`config.mk`:
```
export PLATFORM = sky130hd
export DESIGN_NAME = pwm_ctrl_flat
export DESIGN_NICKNAME = d
export VERILOG_FILES = /design/src/rtl/pwm_pkg.sv /design/src/rtl/pwm_ctrl_if.sv /design/src/rtl/pwm_shadow_reg.sv /design/src/rtl/pwm_ctrl.sv /design/src/flat_wrapper.sv
export SDC_FILE = /design/constraint.sdc
export NUM_CORES = 1
export LEC_CHECK = 0
export ABC_CLOCK_PERIOD_IN_PS = 2800
export BUFFER_PORTS_ARGS = -buffer_cell sky130_fd_sc_hd__buf_2
export CAP_MARGIN = 20
export CORE_ASPECT_RATIO = 1.5
export CORE_MARGIN = 10
export CORE_UTILIZATION = 43
export DETAILED_ROUTE_END_ITERATION = 12
export PLACE_DENSITY = 0.66
export REMOVE_ABC_BUFFERS = 1
export SLEW_MARGIN = 0
export SYNTH_ARGS = -nofsm -noshare
export SYNTH_HDL_FRONTEND = slang
export SYNTH_SLANG_ARGS = --single-unit
export TNS_END_PERCENT = 20
```
`constraint.sdc`:
```
create_clock -name clk -period 2.8 [get_ports clk]
set_input_delay 0 -clock clk [delete_from_list [all_inputs] [get_ports clk]]
set_output_delay 0 -clock clk [all_outputs]
set_load 0.05 [all_outputs]
```
`src/rtl/pwm_pkg.sv`:
```
// Shared definitions for the PWM channel controller: register offsets,
// CTRL/STATUS bit positions and the sequencer state encoding.
package pwm_pkg;

    localparam int CTRL_A   = 0;
    localparam int PERIOD_A = 1;
    localparam int DUTY_A   = 2;
    localparam int STATUS_A = 3;
    localparam int COUNT_A  = 4;

    localparam int CTRL_EN      = 0;
    localparam int CTRL_ONESHOT = 1;
    localparam int CTRL_IRQ_EN  = 2;
    localparam int CTRL_POL     = 3;

    localparam int STAT_PEND    = 0;
    localparam int STAT_RUNNING = 1;

    typedef enum logic [1:0] {
        IDLE = 2'd0,
        LOAD = 2'd1,
        RUN  = 2'd2
    } pwm_state_e;

endpackage

```
`src/rtl/pwm_ctrl_if.sv`:
```
// Peripheral-bus register access port of the PWM controller.
interface pwm_ctrl_if #(
    parameter int WIDTH  = 16,
    parameter int ADDR_W = 3
);
    logic [ADDR_W-1:0] addr;
    logic [WIDTH-1:0]  wdata;
    logic              we;
    logic              re;
    logic [WIDTH-1:0]  rdata;

    modport master (output addr, output wdata, output we, output re, input rdata);
    modport slave  (input addr, input wdata, input we, input re, output rdata);
endinterface

```
`src/rtl/pwm_shadow_reg.sv`:
```
// Active (shadow) copy of a staging register; reloads on strobe, holds otherwise.
module pwm_shadow_reg #(
    parameter int WIDTH = 16
) (
    input  logic             clk,
    input  logic             rst,
    input  logic             load,
    input  logic [WIDTH-1:0] d,
    output logic [WIDTH-1:0] q
);

    always_ff @(posedge clk) begin
        if (!rst) begin
            q <= '0;
        end else if (load) begin
            q <= d;
        end
    end

endmodule

```
`src/rtl/pwm_ctrl.sv`:
```
// PWM channel controller: register file, period sequencer and duty compare.
//   state | meaning
//   IDLE  | stopped, count held at 0, output at idle (polarity) level
//   LOAD  | one cycle: staging copied into active period/duty
//   RUN   | counting 0..period_act, waveform driven from duty compare
module pwm_ctrl
    import pwm_pkg::*;
#(
    parameter int WIDTH  = 16,
    parameter int ADDR_W = 3
) (
    input  logic       clk,
    input  logic       rst,
    pwm_ctrl_if.slave  bus,
    output logic       pwm_out,
    output logic       rollover,
    output logic       irq
);

    pwm_state_e        state;
    logic [3:0]        ctrl_q;
    logic [WIDTH-1:0]  period_stg;
    logic [WIDTH-1:0]  duty_stg;
    logic [WIDTH-1:0]  period_act;
    logic [WIDTH-1:0]  duty_act;
    logic [WIDTH-1:0]  count;
    logic              irq_pend;

    logic [ADDR_W-1:0] sel;
    logic              enable;
    logic              oneshot;
    logic              irq_en;
    logic              polarity;
    logic              wr_ctrl;
    logic              wr_period;
    logic              wr_duty;
    logic              wr_status;
    logic              at_end;
    logic              os_stop;
    logic              shadow_load;
    logic [1:0]        status_v;
    logic [WIDTH-1:0]  rd_val;

    assign sel      = bus.addr;
    assign enable   = ctrl_q[CTRL_EN];
    assign oneshot  = ctrl_q[CTRL_ONESHOT];
    assign irq_en   = ctrl_q[CTRL_IRQ_EN];
    assign polarity = ctrl_q[CTRL_POL];

    // Rollover is a decode of registered state, so it lines up with the last count.
    assign at_end      = (count == period_act);
    assign rollover    = (state == RUN) && enable && at_end;
    assign os_stop     = rollover && oneshot;
    assign shadow_load = (state == LOAD) || (rollover && !oneshot);
    assign irq         = irq_pend & irq_en;

    assign status_v = {(state == RUN), irq_pend};

    always_comb begin
        wr_ctrl   = 1'b0;
        wr_period = 1'b0;
        wr_duty   = 1'b0;
        wr_status = 1'b0;
        if (bus.we) begin
            case (int'(sel))
                CTRL_A:   wr_ctrl   = 1'b1;
                PERIOD_A: wr_period = 1'b1;
                DUTY_A:   wr_duty   = 1'b1;
                STATUS_A: wr_status = 1'b1;
                default:  ;
            endcase
        end
    end

    always_comb begin
        rd_val = '0;
        case (int'(sel))
            CTRL_A:   rd_val = WIDTH'(ctrl_q);
            PERIOD_A: rd_val = period_stg;
            DUTY_A:   rd_val = duty_stg;
            STATUS_A: rd_val = WIDTH'(status_v);
            COUNT_A:  rd_val = count;
            default:  rd_val = '0;
        endcase
    end

    always_ff @(posedge clk) begin
        if (!rst) begin
            ctrl_q     <= '0;
            period_stg <= '0;
            duty_stg   <= '0;
            irq_pend   <= 1'b0;
            bus.rdata  <= '0;
        end else begin
            // A one-shot completion drops enable so IDLE does not re-arm.
            if (wr_ctrl) begin
                ctrl_q <= bus.wdata[3:0];
            end else if (os_stop) begin
                ctrl_q[CTRL_EN] <= 1'b0;
            end
            if (wr_period) period_stg <= bus.wdata;
            if (wr_duty)   duty_stg   <= bus.wdata;
            if (rollover) begin
                irq_pend <= 1'b1;
            end else if (wr_status && bus.wdata[STAT_PEND]) begin
                irq_pend <= 1'b0;
            end
            if (bus.re) bus.rdata <= rd_val;
        end
    end

    pwm_shadow_reg #(.WIDTH(WIDTH)) u_period_act (
        .clk  (clk),
        .rst  (rst),
        .load (shadow_load),
        .d    (period_stg),
        .q    (period_act)
    );

    pwm_shadow_reg #(.WIDTH(WIDTH)) u_duty_act (
        .clk  (clk),
        .rst  (rst),
        .load (shadow_load),
        .d    (duty_stg),
        .q    (duty_act)
    );

    always_ff @(posedge clk) begin
        if (!rst) begin
            state   <= IDLE;
            count   <= '0;
            pwm_out <= 1'b0;
        end else begin
            case (state)
                IDLE: begin
                    count   <= '0;
                    pwm_out <= polarity;
                    if (enable) state <= LOAD;
                end
                LOAD: begin
                    count   <= '0;
                    pwm_out <= polarity;
                    state   <= enable ? RUN : IDLE;
                end
                RUN: begin
                    if (!enable) begin
                        state   <= IDLE;
                        count   <= '0;
                        pwm_out <= polarity;
                    end else begin
                        pwm_out <= (count < duty_act) ^ polarity;
                        if (at_end) begin
                            count <= '0;
                            if (oneshot) state <= IDLE;
                        end else begin
                            count <= count + WIDTH'(1);
                        end
                    end
                end
                default: begin
                    state   <= IDLE;
                    count   <= '0;
                    pwm_out <= polarity;
                end
            endcase
        end
    end

endmodule

```
`src/flat_wrapper.sv`:
```
// flat-port wrapper written by rule: the top's interface ports become plain ports
module pwm_ctrl_flat import pwm_pkg::*;
#(
    parameter int WIDTH  = 16,
    parameter int ADDR_W = 3
)
  (clk, rst, pwm_out, rollover, irq, bus_addr, bus_wdata, bus_we, bus_re, bus_rdata);
  pwm_ctrl_if #(.WIDTH(WIDTH), .ADDR_W(ADDR_W)) bus_i ();
  input  logic clk;
  input  logic rst;
  output logic pwm_out;
  output logic rollover;
  output logic irq;
  input wire logic [$bits(bus_i.addr)-1:0] bus_addr;
  input wire logic [$bits(bus_i.wdata)-1:0] bus_wdata;
  input wire logic [$bits(bus_i.we)-1:0] bus_we;
  input wire logic [$bits(bus_i.re)-1:0] bus_re;
  output wire logic [$bits(bus_i.rdata)-1:0] bus_rdata;
  assign bus_i.addr = bus_addr;
  assign bus_i.wdata = bus_wdata;
  assign bus_i.we = bus_we;
  assign bus_i.re = bus_re;
  assign bus_rdata = bus_i.rdata;
  pwm_ctrl #(.WIDTH(WIDTH), .ADDR_W(ADDR_W)) u_core (.clk(clk), .rst(rst), .bus(bus_i), .pwm_out(pwm_out), .rollover(rollover), .irq(irq));
endmodule
```
==> run metrics, run 1 <==
combinational power share=0.049; YS warnings=0; Final Hold Vio Count=0; Critical-path top delay cell=o31a_2; library cells used by synthesis=43; sw frac=0.222; switching pwr=roughly 0.67 mW; status=finished, final reports clean; clk buf depth=2; asr flop ratio synth=0; Synth Register Bits=104; number of flops mapped to enable cells by yosys=0; maximum VDD drop=402 uV; clk_skew=around 5.2 ps; Die W=108 um; Avg Cell Area, Syn=approximately 8.2 um2; routed length per instance=15.0 um; Starting DRT DRC Count=341; headroom to the max-slew limit=0.289; antenna violations before repair=0; row count=47; Post-Route WL=about 12000 um; final instance count without filler cells=797; vias in the first global route=4071; fin worst setup slack=439 ps; hold_buf cts=16; biggest cell delay along the critical path=750 ps; Seq/Total Area, Yosys=0.421; DP Worst Slack=about 470 ps; Post CTS Setup Buffer Count=0; nets=684; most frequent cells after synthesis=152 x nand2_1, 104 x dfxtp_1, 56 x a21oi_1; CTS sink count=around 100; clock network fraction of total power=0.456; Worst-Margin Slew=1070 ps; Placed Cells=765; fin. max-slew vios=0; CP bufs+invs=0; first-pass GRT wire length=20000 um; WS Path Type=flop to flop; max-cap violations=0; drt first pass iters=4; Root Buffer=clkbuf_16; Post-Syn Area=~4900 um2; CP max FO=32; Gate Count Post-Synth=605; Max Fclk=~420 MHz; CP endpoint kind=flop; starting density of the core=0.442; Worst EP arrival=2550 ps; cts bufs inserted=9; CTS-repair resized insts=0; share of the synthesized area in the top cell type=0.421; antenna viol nets, final=0; WHS=141 ps; area delta synth->final=15.3%; Hold/Removal Path Class=input port to flop; gp weighted congestion=0.880; RSZ-0062 raised after global routing=false; most frequent cell after synthesis=nand2_1; post-synth top area cell=dfxtp_1; All-Layer GR Usage=0.150; hpwl dp=8710 um; count of input and output buffers=41; Period minus WS final=2360 ps; Clock Latency Late Sink=340 ps; Cell Int Power=2.36 mW; Core Footprint=11200 um2; Fin Setup TNS=0 ps; Flop pwr share=0.495; via count=4061; die area=~16000 um2; Final setup violation count=0; share of cells above drive strength 1=0.115; Critical Path, Cell by Cell=xor2_1 > nor4_1 > nand4_1 > o31a_2 > mux2i_1; dominant synthesized flop cell=dfxtp_1; Post-route DRC=0; largest net degree at the start of global routing=53; Top delay family on crit path=compound AO/OA/AOI/OAI gates; Die H=151 um; H-tree Lvls=3; ANT cells=0; Top Ports=42; Pwr Density=532 nW/um2; CTS tree=built; Startpoint Class=flop; largest cells by area after synthesis=dfxtp_1 42%, nand2_1 12%, mux2i_1 7.9%; fin crit share=0.843; Lkg Pwr=2.39 nW; vias per inst=5.10; Design Power=3.03 mW; total grt overflow=0; clock-pin transition on the worst setup and hold timing paths=70 ps; Worst EP required=2990 ps
through the flow:
step | util | cell area [um2]
after floorplan | - | 4720
after global placement | 0.466 | 5210
after detailed placement | 0.466 | 5210
after CTS | 0.510 | 5700
after global routing | 0.510 | 5700
final | 0.510 | 5700
state kept, by name, indices dropped and copies added (netlist names):
register               flops
u_core.period_stg         16
u_core.u_duty_act.q       16
u_core.u_period_act.q     16
u_core.irq_pend            1
u_core.pwm_out             1
u_core.bus.rdata          16
u_core.duty_stg           16
u_core.count              16
u_core.ctrl_q              4
u_core.state               2
per-layer routing:
| layer | share of wire | track usage | vias up |
|---|---|---|---|
| met1 | 0.45 | 0.187 | 1885 |
| met4 | 0.020 | 0.0637 | 0 |
| met3 | 0.037 | 0.0281 | 14 |
| li1 | - | - | 2083 |
| met2 | 0.49 | 0.248 | 79 |
| met5 | 0 | 0 | - |
cell type report:
cell class	instances	area, um2
Inverter	19	71.3
Clock buffer	10	239
Tap cell	147	184
Sequential cell	104	2080
Clock inverter	6	90.1
Multi-Input combinational cell	441	2570
Fill cell	1114	5480
Timing Repair Buffer	70	463
logic make-up (layout without fill, tap and decap cells):
| group | count (synthesis) | count (layout) | share of synthesized area |
|---|---|---|---|
| compound gates | 103 | 103 | 0.122 |
| buf+inv | 60 | 105 | 0.0595 |
| flops | 104 | 104 | 0.421 |
| mux | 40 | 40 | 0.0813 |
| xor+xnor | 30 | 30 | 0.0532 |
| fa+ha+maj | 16 | 16 | 0.0405 |
| simple gates | 252 | 252 | 0.223 |
path summary, 6_finish.rpt:
kind / from / end / slack (ps) / cells past startpoint
max: u_core.count[12] / u_core.u_period_act.q[8] / 440 / 5
min reg2reg: u_core.u_duty_act.q[5] / u_core.u_duty_act.q[5] / 460 / 2
min: bus_addr[0] / u_core.irq_pend / 140 / 4
max reg2reg: u_core.count[12] / u_core.u_period_act.q[8] / 440 / 5
tightest hold or removal path, stage by stage:
cell,delay (ps)
buf_2,180
nand2_1,90
o21a_1,100
o21a_1,90
power by group through the flow:
stage	combinational [mW]	clock [mW]	sequential [mW]
floorplan	0.0553	0	1.53
global placement	0.129	0	1.53
detailed placement	0.130	0	1.53
CTS	0.148	1.40	1.50
global route	0.164	1.46	1.50
finish	0.148	1.38	1.50
placed cells by master, fill, tap and decap left out, drive strengths merged, types with 3 or more instances in the layout:
master	instances
a21oi	56
a22oi	17
and2	4
and4	3
buf	54
clkbuf	10
dfxtp	104
dlygate4sd3	16
ha	16
inv	20
mux2i	39
nand2	152
nand2b	3
nand3	6
nand4	5
nor2	43
nor2b	22
nor4	4
o21a	3
o21ai	15
xnor2	7
xor2	23
(Power assumes the default switching activity.)
==> run 2, diff against run 1 <==
Settings changed: ABC_CLOCK_PERIOD_IN_PS 2800 to 2100, PLACE_DENSITY 0.66 to 0.68.
Clock period 2.8 ns to 2.1 ns, I/O delays scaled along.
==> run metrics, run 2 (synthesized netlist as in run 1, its figures left out) <==
status=finished, final reports clean; nets=693 (+1.3%); total grt overflow=0 (unchanged); clock-pin transition on the worst setup and hold timing paths=70 ps (about the same); maximum VDD drop=707 uV (+76%); Post-route DRC=0 (unchanged); ANT cells=0 (unchanged); Die W=108 um (unchanged); Period minus WS final=1970 ps; die area=16300 um2 (unchanged); Max Fclk=509 MHz; vias in the first global route=4053 (-0.44%); Lkg Pwr=2.46 nW (+2.8%); biggest cell delay along the critical path=340 ps (-410 ps); CP endpoint kind=output port; Multi-input gate area=2570 um2 (+0.34%); headroom to the max-slew limit=0.448 (+0.159); first-pass GRT wire length=20400 um (+2.1%); cts bufs inserted=9 (unchanged); largest net degree at the start of global routing=70 (+32%); count of input and output buffers=41 (unchanged); WS Path Type=flop to output port; Clock Latency Late Sink=340 ps (about the same); Design Power=4.04 mW (+33%); fin. max-slew vios=0 (unchanged); Critical-path top delay cell=dfxtp_1; Final setup violation count=0 (unchanged); max-cap violations=0 (unchanged); CP max FO=3 (-91%); sequential cell area=2080 um2 (+0.12%); via count=4200 (+3.4%); final instance area=5800 um2 (+1.9%); routed length per instance=15.3 um (+1.8%); Worst EP required=2100 ps (-890 ps); Core Footprint=11200 um2 (unchanged); hpwl dp=8720 um (about the same); Startpoint Class=flop; Worst-Margin Slew=825 ps (-241 ps); CTS tree=built; Core Util, Final=0.519 (+0.00974); Top Ports=42 (unchanged); CTS sink count=104 (unchanged); share of cells above drive strength 1=0.134 (+0.0182); antenna violations before repair=0 (unchanged); drt first pass iters=5 (+1); fin crit share=0.936; Post-Route WL=12300 um (+3.0%); commonest non-fill, non-tap cell in the layout=nand2_1; fin worst setup slack=134 ps (-306 ps); DP Area=5300 um2 (+1.8%); H-tree Lvls=3 (unchanged); Pwr Density=695 nW/um2 (+31%); clk_skew=4.70 ps (-0.474 ps); All-Layer GR Usage=0.154 (+0.00394); Starting DRT DRC Count=321 (-5.9%); Hold/Removal Path Class=input port to flop; starting density of the core=0.442 (unchanged); Critical Path, Cell by Cell=xor2_1 > nor4_2 > nand4_1 > buf_4 > nor2_2 > buf_4; clk buf depth=2 (unchanged); area delta synth->final=17.5%; Fillers=1081 (-3.0%); Worst EP arrival=1970 ps (-580 ps); commonest non-fill, non-tap cells in the layout=152 x nand2_1, 102 x dfxtp_1, 56 x a21oi_1; Root Buffer=clkbuf_16; most frequent CP cell=buf_4; vias per inst=5.21 (+2.3%); gp weighted congestion=0.831 (-5.6%); antenna viol nets, final=0 (unchanged); WHS=125 ps (-16.8 ps); row count=47 (unchanged); DP Worst Slack=69.8 ps (-397 ps); Final Hold Vio Count=0 (unchanged); RSZ-0062 raised after global routing=false; Die H=151 um (unchanged)
==> run 2: cell types whose count changed in the layout (fill, tap and decap cells not counted), moves of 2 or more <==
cell,change
buf_4,+8
buf_12,+2
dfxtp_2,+2
dfxtp_1,-2
inv_6,-2
==> run 2: metrics by stage <==
step,std cells,setup TNS [ps]
6_report,806,0
4_1_cts,806,0
2_1_floorplan,564,-8040
3_5_place_dp,774,0
3_3_place_gp,774,0
5_1_grt,806,0
==> run 2: cell type report <==
type                    instances  share of cell area
clock buffers                  11              0.0435
clock inverters                 5              0.0136
inverters                      19              0.0123
multi-input cells             441               0.444
flip-flops and latches        104               0.359
well taps                     147              0.0317
repair buffers                 79              0.0961
==> run 2: final timing paths <==
| path | from | end | slack [ps] | cells past startpoint |
|---|---|---|---|---|
| worst min-delay path | rst | u_core.duty_stg[0] | 120 | 3 |
| worst max-delay path | u_core.u_period_act.q[7] | rollover | 130 | 6 |
| worst min register to register | u_core.u_duty_act.q[9] | u_core.u_duty_act.q[9] | 460 | 2 |
| worst max register to register | u_core.u_period_act.q[7] | u_core.u_duty_act.q[7] | 200 | 6 |
==> run 2: worst max-delay path, delay by kind of cell (launching register included) <==
kind          cells  cell delay, ps
xor+xnor          1             180
simple gates      3             680
buf+inv           2             420
flops             1             340
==> run 2: power by group <==
group	leakage (nW)	internal, mW	switching, mW	total [mW]
Sequential	0.840	1.99	0.0132	2.00
Combinational	1.45	0.0717	0.131	0.203
Clock	0.165	1.11	0.725	1.83
Total	2.46	3.17	0.869	4.04
==> run 2: what timing repair did <==
item,in CTS,in global routing
setup buffers,0,0
hold endpoints to repair,35,0
hold buffers,16,0
endpoints found under the setup margin,1,1
gates resized for setup,3,2
gates cloned,0,0
==> run 2: per-layer routing <==
metal  global-route usage  vias to the layer above  part of all wire
li1                     -                     2106                 -
met1                0.189                     1980              0.45
met2                0.267                      100              0.50
met3               0.0196                       14             0.035
met4               0.0610                        0             0.017
met5                    0                        -                 0
==> run 3, diff against run 2 <==
Settings changed: BUFFER_PORTS_ARGS -buffer_cell sky130_fd_sc_hd__buf_2 to -buffer_cell sky130_fd_sc_hd__clkbuf_2, CTS_BUF_LIST set to sky130_fd_sc_hd__clkbuf_4.
==> run metrics, run 3 (synthesized netlist as in run 1, its figures left out) <==
status=finished, final reports clean; hpwl dp=8940 um (+2.5%); RSZ-0062 raised after global routing=false; Post-Route WL=12500 um (+1.3%); first-pass GRT wire length=20500 um (+0.50%); CTS tree=built; Clock Latency Late Sink=460 ps (+120 ps); antenna violations before repair=1 (+1); die area=16300 um2 (unchanged); clk buf depth=2 (unchanged); gp weighted congestion=0.863 (+3.7%); CP max FO=2 (-1); Top Ports=42 (unchanged); nets=702 (+1.3%); CTS sink count=104 (unchanged); row count=47 (unchanged); Die W=108 um (unchanged); All-Layer GR Usage=0.156 (+0.00123); Core Footprint=11200 um2 (unchanged); clock-pin transition on the worst setup and hold timing paths=160 ps (+90 ps); Cell Int Power=2.43 mW (-23%); Routed met2 length=6260 um (+2.0%); clock network fraction of total power=0.311 (-0.143); sw frac=0.244 (+0.0287); maximum VDD drop=471 uV (-33%); fin crit share=0.958 (+0.0217); CP endpoint kind=flop; DP Area=5290 um2 (-0.24%); Hold/Removal Path Class=input port to flop; Critical Path, Cell by Cell=buf_4 > ha_1 > a21oi_1 > o21a_1 > o221ai_1 > a211oi_1 > mux2i_1; share of cells above drive strength 1=0.150 (+0.0164); Fillers=1109 (+2.6%); fin. max-slew vios=0 (unchanged); H-tree Lvls=3 (unchanged); vias in the first global route=4163 (+2.7%); WS Path Type=flop to flop; Pwr Density=560 nW/um2 (-19%); Period minus WS final=2010 ps (+45.6 ps); met3 WL=353 um (-18%); via count=4208 (+0.19%); Worst-Margin Slew=704 ps (-121 ps); antenna viol nets, final=0 (unchanged); Worst EP arrival=2410 ps (+440 ps); Lkg Pwr=2.42 nW (-1.6%); largest net degree at the start of global routing=70 (unchanged); Worst EP required=2500 ps (+400 ps); Max Fclk=497 MHz (-2.3%); drt first pass iters=4 (-1); headroom to the max-slew limit=0.531 (+0.0822); Root Buffer=clkbuf_4; count of input and output buffers=41 (unchanged); Final Hold Vio Count=0 (unchanged); Starting DRT DRC Count=198 (-38%); routed length per instance=15.3 um (+0.20%); switching pwr=0.785 mW (-9.7%); wl on met1=5640 um (+1.7%); area delta synth->final=16.2%; Die H=151 um (unchanged); Flop pwr share=0.623 (+0.127); commonest non-fill, non-tap cells in the layout=152 x nand2_1, 96 x dfxtp_1, 56 x a21oi_1; Final setup violation count=0 (unchanged); starting density of the core=0.442 (unchanged); biggest cell delay along the critical path=480 ps (+140 ps); total grt overflow=0 (unchanged); Design Power=3.21 mW (-20%); cts bufs inserted=9 (unchanged); Post-route DRC=0 (unchanged); max layer used=met4; commonest non-fill, non-tap cell in the layout=nand2_1; max-cap violations=0 (unchanged); final instance area=5740 um2 (-1.1%); Critical-path top delay cell=a211oi_1; Startpoint Class=flop; vias per inst=5.16 (-0.92%); clk_skew=16.9 ps (+12.2 ps); combinational power share=0.066 (+0.016)
-- run 3: changes by cell type in the layout (fill, tap and decap cells not counted), moves of 3 or more --
| cell | before | now |
|---|---|---|
| dfxtp_1 | 102 | 96 |
| buf_2 | 40 | 0 |
| dlygate4sd3_1 | 16 | 20 |
| clkbuf_2 | 0 | 40 |
| clkbuf_16 | 9 | 0 |
| dfxtp_2 | 2 | 7 |
| buf_4 | 21 | 24 |
| clkbuf_4 | 0 | 10 |
-- run 3: stage by stage --
step,setup TNS [ps],util,hold WS [ps],setup slack [ps],std cells
after floorplan,-8040,-,117,-251,564
after global placement,0,0.473,240,18.6,774
after detailed placement,-53.4,0.473,243,-8.79,774
after CTS,0,0.507,32.2,0.943,812
after global routing,0,0.514,76.9,16.9,815
final,0,0.514,71.7,88.1,815
-- run 3: final timing paths --
check                                end  cells after the start                   start  slack, ps
setup reg to reg          u_core.pwm_out                      7         u_core.count[9]         90
hold / removal       u_core.bus.rdata[0]                      4             bus_addr[2]         70
setup / recovery          u_core.pwm_out                      7         u_core.count[9]         90
hold reg to reg   u_core.u_duty_act.q[3]                      2  u_core.u_duty_act.q[3]        470
-- run 3: layout make-up --
cell class	instances	area, um2	share of cell area
repair buffers	88	647	0.113
diodes	1	2.50	0.000436
inverters	19	71.3	0.0124
multi-input cells	441	2620	0.456
flip-flops and latches	104	2090	0.365
clock inverters	5	48.8	0.00850
clock buffers	10	75.1	0.0131
well taps	147	184	0.0320
-- run 3: power by group through the flow --
stage                     Combinational, mW  Sequential, mW  Clock [mW]
final                                 0.213            2.00       0.999
after floorplan                      0.0737            2.04           0
after global routing                  0.234            2.00        1.10
after CTS                             0.211            2.00        1.02
after global placement                0.181            2.04           0
after detailed placement              0.183            2.05           0
-- run 3: critical path, delay by kind of cell, from the launching register on --
kind | cells | cell delay (ps)
AO/OA/AOI/OAI | 4 | 940
flip-flops | 1 | 360
adder cells (fa/ha/maj) | 1 | 290
multiplexers | 1 | 240
buffers and inverters | 1 | 130
-- run 3: timing repair --
item	4_1_cts	5_1_grt
setup buffers	3	2
hold endpoints to repair	37	0
gates resized for setup	9	15
setup endpoints to repair	24	33
hold buffers	20	0
pin swaps	2	4
-- run 3: per-layer routing --
metal,vias to the layer above,global-route usage
met2,76,0.266
met1,2000,0.188
met5,-,0
li1,2114,-
met3,18,0.0225
met4,0,0.0697
